## src/rtl/dut_drive_check.sv

```systemverilog
// Vector driver/checker: pops drive+check pairs, drives the DUT, waits,
// samples the response under mask and posts a result word.
module dut_drive_check #(
  parameter int unsigned SETTLE_CYCLES = 2
) (
  input  logic        clock,
  input  logic        reset,
  input  logic        run,
  input  logic        clear,
  input  logic [23:0] sfifo_q,
  input  logic        sfifo_rdempty,
  output logic        sfifo_rdreq,
  input  logic [51:0] cfifo_q,
  input  logic        cfifo_rdempty,
  output logic        cfifo_rdreq,
  output logic [23:0] dut_out,
  output logic        dut_oe,
  input  logic [23:0] dut_in,
  output logic [39:0] rfifo_data,
  output logic        rfifo_wrreq,
  input  logic        rfifo_wrfull,
  output logic        busy,
  output logic [15:0] vec_count,
  output logic [15:0] fail_count
);

  typedef enum logic [2:0] {
    IDLE,
    FETCH,
    SETTLE,
    SAMPLE,
    WRITE
  } state_t;

  localparam logic [8:0] SETTLE_W = 9'(SETTLE_CYCLES);

  state_t      state;
  state_t      state_nxt;
  logic [8:0]  cnt;
  logic [23:0] mask_r;
  logic [23:0] exp_r;
  logic [23:0] actual;
  logic        fail_r;
  logic [14:0] idx;
  logic        pop;
  logic        wr_fire;

  always_ff @(posedge clock) begin
    if (reset) state <= IDLE;
    else       state <= state_nxt;
  end

  always_comb begin
    state_nxt = state;
    pop       = 1'b0;
    wr_fire   = 1'b0;
    unique case (state)
      IDLE: begin
        if (run) state_nxt = FETCH;
      end
      FETCH: begin
        if (!run) begin
          state_nxt = IDLE;
        end else if (!sfifo_rdempty && !cfifo_rdempty) begin
          pop       = 1'b1;
          state_nxt = SETTLE;
        end
      end
      SETTLE: begin
        if (cnt <= 9'd1) state_nxt = SAMPLE;
      end
      SAMPLE: begin
        state_nxt = WRITE;
      end
      WRITE: begin
        if (!rfifo_wrfull) begin
          wr_fire   = 1'b1;
          state_nxt = run ? FETCH : IDLE;
        end
      end
      default: state_nxt = IDLE;
    endcase
  end

  assign sfifo_rdreq = pop;
  assign cfifo_rdreq = pop;
  assign rfifo_wrreq = wr_fire;
  assign busy        = (state != IDLE);
  assign rfifo_data  = {fail_r, idx, actual};

  always_ff @(posedge clock) begin
    if (reset) begin
      dut_out <= '0;
      dut_oe  <= 1'b0;
      mask_r  <= '0;
      exp_r   <= '0;
      cnt     <= '0;
      actual  <= '0;
      fail_r  <= 1'b0;
    end else begin
      if (pop) begin
        dut_out <= sfifo_q;
        dut_oe  <= 1'b1;
        mask_r  <= cfifo_q[47:24];
        exp_r   <= cfifo_q[23:0];
        cnt     <= SETTLE_W + {5'd0, cfifo_q[51:48]};
      end
      if (state == SETTLE) cnt <= cnt - 9'd1;
      if (state == SAMPLE) begin
        actual <= dut_in;
        fail_r <= |((dut_in ^ exp_r) & mask_r);
      end
    end
  end

  // clear beats a concurrent WRITE update
  always_ff @(posedge clock) begin
    if (reset || clear) begin
      idx        <= '0;
      vec_count  <= '0;
      fail_count <= '0;
    end else if (wr_fire) begin
      idx <= idx + 15'd1;
      if (vec_count != 16'hFFFF) vec_count <= vec_count + 16'd1;
      if (fail_r && fail_count != 16'hFFFF) fail_count <= fail_count + 16'd1;
    end
  end

endmodule

```

## config.mk

```make
export PLATFORM = sky130hd
export DESIGN_NAME = dut_drive_check
export DESIGN_NICKNAME = d
export VERILOG_FILES = /design/src/rtl/dut_drive_check.sv
export SDC_FILE = /design/constraint.sdc
export NUM_CORES = 1
export LEC_CHECK = 0
export BUFFER_PORTS_ARGS = -buffer_cell sky130_fd_sc_hd__buf_2
export CORE_ASPECT_RATIO = 2
export CORE_UTILIZATION = 35
export DETAILED_ROUTE_END_ITERATION = 10
export GPL_ROUTABILITY_DRIVEN = 0
export SLEW_MARGIN = 0
export SYNTH_ARGS = -nofsm -noshare
export SYNTH_HDL_FRONTEND = slang
export SYNTH_SLANG_ARGS = --single-unit
```

## constraint.sdc

```tcl
create_clock -name clock -period 2.2 [get_ports clock]
set_input_delay 0.33 -clock clock [delete_from_list [all_inputs] [get_ports clock]]
set_output_delay 0.33 -clock clock [all_outputs]
set_load 0.05 [all_outputs]
```

==> results.toml <==
[logic_synthesis]
synth_edf_count = 0
synthesis.area_um2 = 6680
synth_area_leaders = "dfxtp_1, nand2_1, a21oi_1"
synth_cell_types = 59
mappedNetlistNets = 927
syn_inst = 814
ys.flop_type = "dfxtp_1"
ys_ff_latch = 157
yosysTopAreaCell = "dfxtp_1"
synth_top_cell_area_share_pct = 47.1
synth-async-reset-ratio_pct = 0
synth_seq_area_share_pct = 47.1
ys_warn_count = 0
synthTopCellsByCount = "nand2_1, dfxtp_1, a21oi_1"
syn_avg_cell_area_um2 = 8.21
synth_most_common_cell = "nand2_1"

[timing]
worst_slew_pin_slew_ns = 0.548
rsz0062_at_grt = "false"
timing_hold_violations_final = 0
max_clock_freq_mhz = 501
period_needed_ns = 2.00
fin_skew_ns = 0.00638
setup_violations = 0
finalSetupTns_ns = 0
relSlewSlack_pct = 63.2
min_period_over_period_pct = 90.7
slew_viol_final = 0

[clocking]
clock-root-buffer = "clkbuf_16"
postCtsSetupBuffers = 0
hold_buffers = 0
clockBufferDepth = 2
cts_tree = "yes"
htreeDepth = 4
cts_sinks = 157
path_clk_slew_ns = 0.06
cts_made_buffers = 17
clk_latency_ns = 0.42

[route]
avgViaCountPerCell = 4.83
wl_per_cell_um = 15.0
drtAntennaViolNets = 0
routed_wirelength_um = 19100
dr.pass1.iters = 4
drt_iter0_drc = 177
drc_errors = 0
vias = 6154

[global_routing]
grt_pass1_vias = 5968
grt.total_usage_pct = 19.8
antenna_found_initial = 3
overflow = 0
grt_pass1_wl_um = 29900
grt_start_max_net_pins = 111

[floorplan]
die_height_um = 197
core_area_um2 = 18700
die_area_um2 = 19700
rows = 71
die_w_um = 99.7
pin_count = 208
initial_utilization_pct = 35.6

[critical_path]
crit_family = "flip-flops"
slowest_stage = "dfxtp_1"
worstSetupStartpointType = "flop"
cp.arrival_ns = 1.67
max_stage_delay_ns = 0.53
path_max_fanout = 12
worst-setup-path-type = "flop to primary output"
path_cells = "nor2_2, nand4_4, clkinv_2, clkbuf_4"
critPathRequiredTime_ns = 1.87
crit_buf_inv = 2
end_kind = "primary output"

[finish]
final_cells = 1275
fillCellCount = 1936
multi_input_area_um2 = 3260
seqCellArea_um2 = 3140
final_nets = 1120
drive_above_1_share_pct = 26.3
area_growth_pct = 27.8
fin_util_pct = 45.5

[hold_path]
hold_path.class = "input pin to flop"

[power]
p_seq_share_pct = 47.0
p_sw_w = 0.00144
combPwrFrac_pct = 7.1
p_clk_share_pct = 46.0
p_int_w = 0.00476
power_density_nw_per_um2 = 727
ir_worst_vdd_mv = 0.456
swShare_pct = 23.2
p_leak_nw = 3.44

[place]
dpl.hpwl_um = 13800
dp_cells = 1243
port_buffers = 207

[flow_run]
drv_cap = 0

[status]
status = "finished, final reports clean"
## cells by family after synthesis
kind of cell               share of synthesized area (%)
AOI/OAI and AO/OA                                   13.7
DFF                                                 47.1
and+or+nand+nor                                     25.2
xor gates and xnor gates                            8.13
muxes                                              0.450
adders and majority gates                           1.12
buffers and inverters                               4.36
## stage by stage
step	worst slack, ns	hold WS [ns]	power (W)	area [um^2]
CTS	0.0302	0.121	0.00632	8520
finish	0.205	0.144	0.00620	8530
global route	0.0604	0.131	0.00646	8530
floorplan	0.155	0.436	0.00322	6680
global placement	0.478	0.439	0.00342	7960
detailed placement	0.384	0.443	0.00342	7960
## registers in the layout, summed over array words and instances, names as in the netlist, 3 cells and up
register    count
cnt             9
fail_count     16
vec_count      16
state           3
actual         24
exp_r          24
dut_out        24
mask_r         24
idx            15
## final timing paths
| check | slack [ns] | to | from | depth (start not counted) |
|---|---|---|---|---|
| setup / recovery | 0.20 | sfifo_rdreq | state[1] | 4 |
| hold / removal | 0.14 | exp_r[8] | cfifo_q[8] | 3 |
| setup reg to reg | 0.46 | vec_count[13] | vec_count[0] | 6 |
| hold reg to reg | 0.45 | actual[17] | actual[17] | 2 |
## worst min-delay path: cells and delay by family
family / cells / cell delay (ns)
buf+inv: 1 / 0.09
compound gates: 1 / 0.05
simple gates: 1 / 0.04
## timing repair
action                                  CTS  global route
endpoints found under the setup margin    2             1
hold endpoints to repair                  0             0
gates resized for setup                   2             3
cloned                                    0             0
## power groups by stage
stage	clock network [W]	logic [W]	registers [W]
3_3_place_gp	0	0.000441	0.00298
2_1_floorplan	0	0.000211	0.00301
3_5_place_dp	0	0.000443	0.00298
4_1_cts	0.00296	0.000445	0.00291
5_1_grt	0.00306	0.000480	0.00292
6_report	0.00285	0.000439	0.00291
## layout by cell type (no fill, tap or decap), types with 5 or more instances in the layout
master     count
nand4_1       10
a22oi_1        9
nand2_1      212
clkbuf_16     17
nor3_1        17
inv_1         12
o21ai_0        8
a21oi_1      118
nor2_1        57
dfxtp_1      156
ha_1           6
nand3_1       20
xnor2_1       35
buf_2        204
buf_4         14
xor2_1        27
and4_1         5
or3_1          9
a211oi_1       6
## cell type report
cell class	instances	share of cell area, %
Clock buffer	23	5.48
Sequential cell	157	36.8
Clock inverter	7	1.06
Tap cell	255	3.74
Multi-Input combinational cell	595	38.1
Inverter	14	0.689
Antenna cell	2	0.0586
Timing Repair Buffer	222	14.0
## per-layer routing
layer  vias up  part of all wire (%)  track usage (%)
met5         -                     0                0
met3        17                   4.9             4.92
li1       3125                     -                -
met1      2839                    37             19.5
met4         0                   2.0             7.68
met2       173                    56             38.5
(Power assumes the default switching activity.)
